$ cat config.mk
export PLATFORM = sky130hd
export DESIGN_NAME = mem_lock_arbiter
export DESIGN_NICKNAME = d
export VERILOG_FILES = /design/src/rtl/mem_lock_arbiter_pkg.sv /design/src/rtl/mem_lock_arbiter_rr_arbiter.sv /design/src/rtl/mem_lock_arbiter.sv
export SDC_FILE = /design/constraint.sdc
export NUM_CORES = 1
export LEC_CHECK = 0
export BUFFER_PORTS_ARGS = -buffer_cell sky130_fd_sc_hd__buf_2
export CAP_MARGIN = 20
export CORE_AREA = 3 3 202 204
export CTS_CLUSTER_DIAMETER = 200
export CTS_CLUSTER_SIZE = 20
export DETAILED_ROUTE_END_ITERATION = 7
export DIE_AREA = 0 0 205 207
export GPL_TIMING_DRIVEN = 0
export MAX_ROUTING_LAYER = met4
export PLACE_DENSITY = 0.52
export SYNTH_ARGS = -nofsm -noshare
export SYNTH_HDL_FRONTEND = slang
export SYNTH_SLANG_ARGS = --single-unit
$ cat constraint.sdc
create_clock -name clk -period 7.4 [get_ports clk]
set_clock_uncertainty 0.15 [all_clocks]
set_input_delay 0.74 -clock clk [delete_from_list [all_inputs] [get_ports clk]]
set_output_delay 0.74 -clock clk [all_outputs]
set_load 0.02 [all_outputs]
$ cat src/rtl/mem_lock_arbiter_pkg.sv
// Shared types for the core-to-main-memory arbiter and its hardware lock table.
package fst_pkg;

  localparam int NUM_CORES = 8;
  localparam int CORE_W    = $clog2(NUM_CORES);
  localparam int ADR_W     = 16;
  localparam int DAT_W     = 16;
  localparam int NUM_LOCKS = 16;
  localparam int LOCK_W    = $clog2(NUM_LOCKS);

  typedef logic [CORE_W-1:0] core_id_t;
  typedef logic [ADR_W-1:0]  adr_t;
  typedef logic [DAT_W-1:0]  dat_t;
  typedef logic [LOCK_W-1:0] lock_id_t;

  typedef struct packed {
    logic     valid;
    core_id_t owner;
  } lock_entry_t;

endpackage

$ cat src/rtl/mem_lock_arbiter_rr_arbiter.sv
// Round-robin picker: first requester at or after ptr (wrapping modulo N), skipping masked ones.
module rr_arbiter #(
  parameter int N  = 8,
  parameter int IW = $clog2(N)
) (
  input  logic [N-1:0]  req,
  input  logic [N-1:0]  mask,
  input  logic [IW-1:0] ptr,
  output logic [N-1:0]  gnt,
  output logic [IW-1:0] gnt_id,
  output logic          any
);

  logic [N-1:0] elig;

  assign elig = req & ~mask;

  always_comb begin
    int idx;
    any    = 1'b0;
    gnt_id = '0;
    idx    = 0;
    for (int k = 0; k < N; k++) begin
      // Explicit wrap keeps non-power-of-2 N correct.
      idx = int'(ptr) + k;
      if (idx >= N) idx = idx - N;
      if (!any && elig[idx]) begin
        any    = 1'b1;
        gnt_id = IW'(idx);
      end
    end
    gnt = any ? (N'(1) << gnt_id) : '0;
  end

endmodule

$ cat src/rtl/mem_lock_arbiter.sv
// Arbitrates one main-memory slot per cycle among C cores and serves one lock/unlock
// operation per cycle against an owner-tracked lock table.
module mem_lock_arbiter
  import fst_pkg::*;
#(
  parameter int C  = NUM_CORES,
  parameter int AW = ADR_W,
  parameter int DW = DAT_W,
  parameter int NL = NUM_LOCKS,
  localparam int CW = $clog2(C),
  localparam int LW = $clog2(NL)
) (
  input  logic                  clk,
  input  logic                  reset,
  input  logic [C-1:0]          mem_read_req,
  input  logic [C-1:0]          mem_write_req,
  input  logic [C-1:0][AW-1:0]  mem_read_adr,
  input  logic [C-1:0][AW-1:0]  mem_write_adr,
  input  logic [C-1:0][DW-1:0]  mem_write_dat,
  output logic [C-1:0]          mem_ac,
  output logic [AW-1:0]         mm_read_adr,
  output logic [AW-1:0]         mm_write_adr,
  output logic [DW-1:0]         mm_write_dat,
  output logic                  mm_read,
  output logic                  mm_write,
  input  logic [C-1:0][LW-1:0]  lock_adr,
  input  logic [C-1:0]          lock_en,
  input  logic [C-1:0]          unlock_en,
  output logic [C-1:0]          lock_ac,
  output logic                  lock_err
);

  function automatic logic [CW-1:0] ptr_next(input logic [CW-1:0] id);
    return (int'(id) == C - 1) ? '0 : CW'(id + 1'b1);
  endfunction

  logic [CW-1:0] mem_ptr, lock_ptr;
  lock_entry_t   lock_tbl [NL];

  logic [C-1:0]  mem_gnt, lk_gnt;
  logic [CW-1:0] mem_id, lk_id;
  logic          mem_any, lk_any;

  // The previous cycle's grant/ack is the mask, so no core is served twice in a row.
  rr_arbiter #(.N(C)) u_mem_rr (
    .req    (mem_read_req | mem_write_req),
    .mask   (mem_ac),
    .ptr    (mem_ptr),
    .gnt    (mem_gnt),
    .gnt_id (mem_id),
    .any    (mem_any)
  );

  rr_arbiter #(.N(C)) u_lock_rr (
    .req    (lock_en | unlock_en),
    .mask   (lock_ac),
    .ptr    (lock_ptr),
    .gnt    (lk_gnt),
    .gnt_id (lk_id),
    .any    (lk_any)
  );

  logic        lk_unlock, lk_owned, lk_ack;
  logic [LW-1:0] lk_idx;
  lock_entry_t lk_entry;

  always_comb begin
    lk_unlock = unlock_en[lk_id];
    lk_idx    = lock_adr[lk_id];
    lk_entry  = lock_tbl[lk_idx];
    lk_owned  = lk_entry.valid && (lk_entry.owner == core_id_t'(lk_id));
    // Only a lock request on a lock held by someone else goes unacknowledged.
    lk_ack    = lk_any && (lk_unlock || !lk_entry.valid || lk_owned);
  end

  always_ff @(posedge clk) begin
    if (reset) begin
      mem_ac       <= '0;
      mm_read_adr  <= '0;
      mm_write_adr <= '0;
      mm_write_dat <= '0;
      mm_read      <= 1'b0;
      mm_write     <= 1'b0;
      mem_ptr      <= '0;
      lock_ac      <= '0;
      lock_err     <= 1'b0;
      lock_ptr     <= '0;
      for (int i = 0; i < NL; i++) lock_tbl[i] <= '0;
    end else begin
      mem_ac   <= mem_gnt;
      mm_read  <= mem_any && mem_read_req[mem_id];
      mm_write <= mem_any && mem_write_req[mem_id];
      if (mem_any) begin
        mm_read_adr  <= mem_read_adr[mem_id];
        mm_write_adr <= mem_write_adr[mem_id];
        mm_write_dat <= mem_write_dat[mem_id];
        mem_ptr      <= ptr_next(mem_id);
      end

      lock_ac <= lk_ack ? lk_gnt : '0;
      // A blocked winner still advances the pointer so other cores are not starved.
      if (lk_any) begin
        lock_ptr <= ptr_next(lk_id);
        if (lk_unlock) begin
          if (lk_owned) lock_tbl[lk_idx].valid <= 1'b0;
          else          lock_err <= 1'b1;
        end else if (!lk_entry.valid) begin
          lock_tbl[lk_idx].valid <= 1'b1;
          lock_tbl[lk_idx].owner <= core_id_t'(lk_id);
        end
      end
    end
  end

endmodule

==> reports/results.tsv <==
metric	value	unit
status	finished clean	
TritonCTS Sinks	137	
DRC violation count after routing	0	
CTS tree	done	
critical-path maximum fanout	10	
count of maximum capacitance violations	0	
initial antenna violation count	4	
part of the total power dissipated in combinational logic	78.5	%
warning count from the yosys run	0	
Reg-to-Reg Start	mem_ptr[0]	
hold violation count in the final report	0	
post-synthesis adder-cell area fraction	1.37	%
Clock Power Share	9.2	%
overall die height	207	um
worst r2r dst	mm_write_dat[6]	
Int Pwr	4.24	mW
data arrival time of the worst path	6890	ps
total power divided by cell area	587	mW/mm^2
Post-CTS Resized	0	
nature of the critical path endpoint	flop	
sequential share of power	12.3	%
TritonCTS Buffers	17	
final-report max-slew violation count	0	
Remaining Overflow, GRT	0	
compound-gate portion of the synthesized area	24.5	%
first-pass GRT wire length	80100	um
die area	0.0424	mm^2
standard-cell row count	73	
clock input transition at the sequential cells of the worst setup and hold paths	70	ps
EDFF count, synth	64	
Initial DRT Pass Iterations	5	
category of the most critical setup path	reg -> reg	
multiplexer share of the synthesized area	25.0	%
Worst Max-Slew Pin Slew	1160	ps
P&R area growth vs syn	32.4	%
ANT nets after route	0	
timing-limited maximum frequency	0.149	GHz
Starting Density	30.2	%
combinational family with the most area after synthesis	multiplexers	
final critical-path share of the clock period	90.7	%
worst skew pair latency	430	ps
Worst Setup SP	mem_ptr[0]	
Distinct cells, synth	66	
number of cells produced by synthesis	1306	
Critical Path End	mm_write_dat[6]	
wire length reported by the detailed router	54700	um
total of hold buffers inserted after clock tree synthesis	0	
setup tns final	0	ps
largest buffer count on any clock path	2	
fill cell count	4106	
RePlAce Congestion	0.919	
cell area after technology mapping	0.0119	mm^2
R2R depth	17	
instance count after placement with tap cells included	2352	
sequential share of the synthesized area	28.4	%
core footprint	0.0395	mm^2
vias in the first global route	13087	
worst voltage drop across the vdd grid	0.000277	V
count of H-tree levels built during CTS	4	
synthesized-area fraction occupied by xor and xnor cells	0.441	%
basic-gate share of the synthesized area counting and, or, nand and nor cells	15.1	%
count of pins on the block boundary	517	
share of post-route cells with drive strength above 1	38.1	%
final standard cell count with taps included and fillers excluded	2385	
final critical-path required period	6710	ps
global-route total usage across every layer	25.4	%
post-layout net count	2308	
WL per Instance	22.9	um
average cell area after synthesis	9.12	um^2
overall via count from detail_route	12787	
Starting DRT DRC Count	876	
Net Sw Frac	54.2	%
vias per std cell	5.36	
primary flip-flop cell chosen by synthesis mapping	dfxtp_1	
P_sw	5.02	mW
standby leakage power	7.48	nW
share of synthesized registers carrying an async set or reset	0	%
total setup violations reported at the end of the flow	0	
maximum number of pins on one net before global-route repair	17	
worst min-delay path category	reg -> reg	
Reg2Reg Setup Slack	690	ps
root buf cell	clkbuf_16	
Die Span X	205	um
required time at the worst-slack endpoint	7580	ps
RSZ-0062 raised after global routing	no	
max_slew headroom	22.6	%
Yosys reg bits	137	
number of input and output port buffers inserted	516	
type of element launching the critical path	flop	
post-detail-place hpwl	45000	um
post-synth net total	1769	
[Yosys cell counts, types with 11 or more instances]
cell | count | area (um^2)
mux2i_1 | 169 | 1690
nor2_1 | 137 | 514
nand2_1 | 115 | 432
clkbuf_1 | 89 | 334
dfxtp_1 | 73 | 1460
edfxtp_1 | 64 | 1920
a211oi_1 | 61 | 458
mux2_2 | 60 | 676
o211ai_1 | 60 | 450
nor2b_1 | 57 | 357
a211o_1 | 49 | 429
a311oi_1 | 48 | 420
inv_1 | 27 | 101
mux4_2 | 27 | 608
a21oi_1 | 23 | 115
and2_1 | 16 | 100
o21bai_1 | 15 | 113
nand3_1 | 14 | 70.1
buf_2 | 13 | 65.1
ha_1 | 13 | 163
o21ai_0 | 13 | 65.1
o21ba_2 | 13 | 130
o211ai_2 | 11 | 138
[placed cells by master, fill, tap and decap left out, types with 6 or more instances in the layout]
cell         n
clkbuf_16   17
a211o_1     49
edfxtp_1    64
and2_1      16
nor3_1      10
a311oi_1    48
nand3_2     10
nor2b_1     57
o31ai_1      6
o211ai_2    11
ha_1        13
nand3_1     14
buf_2      532
nand2_1    115
a22o_1       9
dfxtp_1     73
o21bai_1    15
inv_1       27
a31oi_1      6
o22ai_1     10
o211ai_1    60
a22oi_1      9
mux2_2      60
mux2i_1    169
a21oi_1     23
mux4_2      27
a211oi_1    61
o21ba_2     13
clkbuf_1    89
o21ai_0     13
buf_1        9
nor2_1     137
[registers in the layout, summed over array words and instances, names as in the netlist]
signal and count:
mm_write_adr 16, mm_write_dat 16, mm_write 1, lock_ptr 3
mm_read_adr 16, mem_ptr 3, lock_err 1, mm_read 1
mem_ac 8, lock_tbl 64, lock_ac 8
[what timing repair did]
action                                 CTS  global route
endpoints found under the hold margin    0             0
setup endpoints to repair                0            11
setup buffers                            0             0
[worst max-delay path, cell delays in order, from the launching register on]
cell	delay (ps)
dfxtp_1	500
clkinv_1	370
ha_1	400
clkbuf_1	420
mux4_2	650
nand2_1	120
and2_1	220
nor2_1	70
o21ai_0	180
nand2_1	70
a221oi_1	570
clkbuf_1	630
clkbuf_1	500
buf_1	920
mux2i_1	180
nand2_1	110
o211ai_1	210
a311oi_1	340
[layer usage]
| metal | global-route usage [%] | part of all wire [%] | vias to the layer above | wire, um |
|---|---|---|---|---|
| met5 | - | 0 | - | 0 |
| met4 | 8.72 | 3.7 | 0 | 2030 |
| met3 | 2.53 | 4.3 | 72 | 2350 |
| met2 | 45.2 | 52 | 465 | 28400 |
| met1 | 29.8 | 40 | 6187 | 21900 |
| li1 | - | - | 6063 | - |
[area by class of cell]
cell class / count / area (um^2) / area share (%)
tap: 525 / 657 / 4.17
clock buffer: 17 / 425 / 2.70
antenna: 2 / 5.00 / 0.0317
inverter: 33 / 124 / 0.786
buffer: 117 / 493 / 3.13
sequential: 137 / 3380 / 21.5
timing repair buffer: 521 / 2620 / 16.6
clock inverter: 15 / 154 / 0.976
multi-input combinational: 1018 / 7900 / 50.1
[power groups by stage]
stage	combinational (mW)	sequential, mW	clock [mW]
after detailed placement	7.25	1.15	0
after floorplan	4.92	1.29	0
after global routing	7.85	1.16	0.905
after CTS	7.28	1.14	0.872
after global placement	7.17	1.15	0
final	7.27	1.14	0.853
[cells by family after synthesis]
kind of cell / after synthesis
muxes: 256
AOI/OAI and AO/OA: 363
buffers and inverters: 151
DFF: 137
adders and majority gates: 13
xor gates and xnor gates: 6
and+or+nand+nor: 380
[metrics by stage]
stage               hold slack [ps]  utilization (%)  area [um^2]  setup slack, ps  power [mW]
floorplan                       419                -        11900             1670        6.22
global placement                332             38.4        15100              397        8.32
detailed placement              338             38.5        15200              426        8.40
CTS                             349             40.0        15800              414        9.29
global route                    366             40.0        15800              211        9.92
finish                          345             40.0        15800              691        9.26
[how the worst min path moves through the flow]
stage / startpoint / end / slack (ps) / depth (start not counted)
floorplan: mm_read_adr[0] / mm_read_adr[0] / 420 / 2
global placement: mm_read_adr[14] / mm_read_adr[14] / 330 / 2
detailed placement: mm_write_adr[4] / mm_write_adr[4] / 340 / 2
CTS: mm_write_adr[4] / mm_write_adr[4] / 350 / 2
global route: mm_read_adr[11] / mm_read_adr[11] / 370 / 2
finish: mm_read_adr[13] / mm_read_adr[13] / 350 / 2
(Power assumes the default switching activity.)
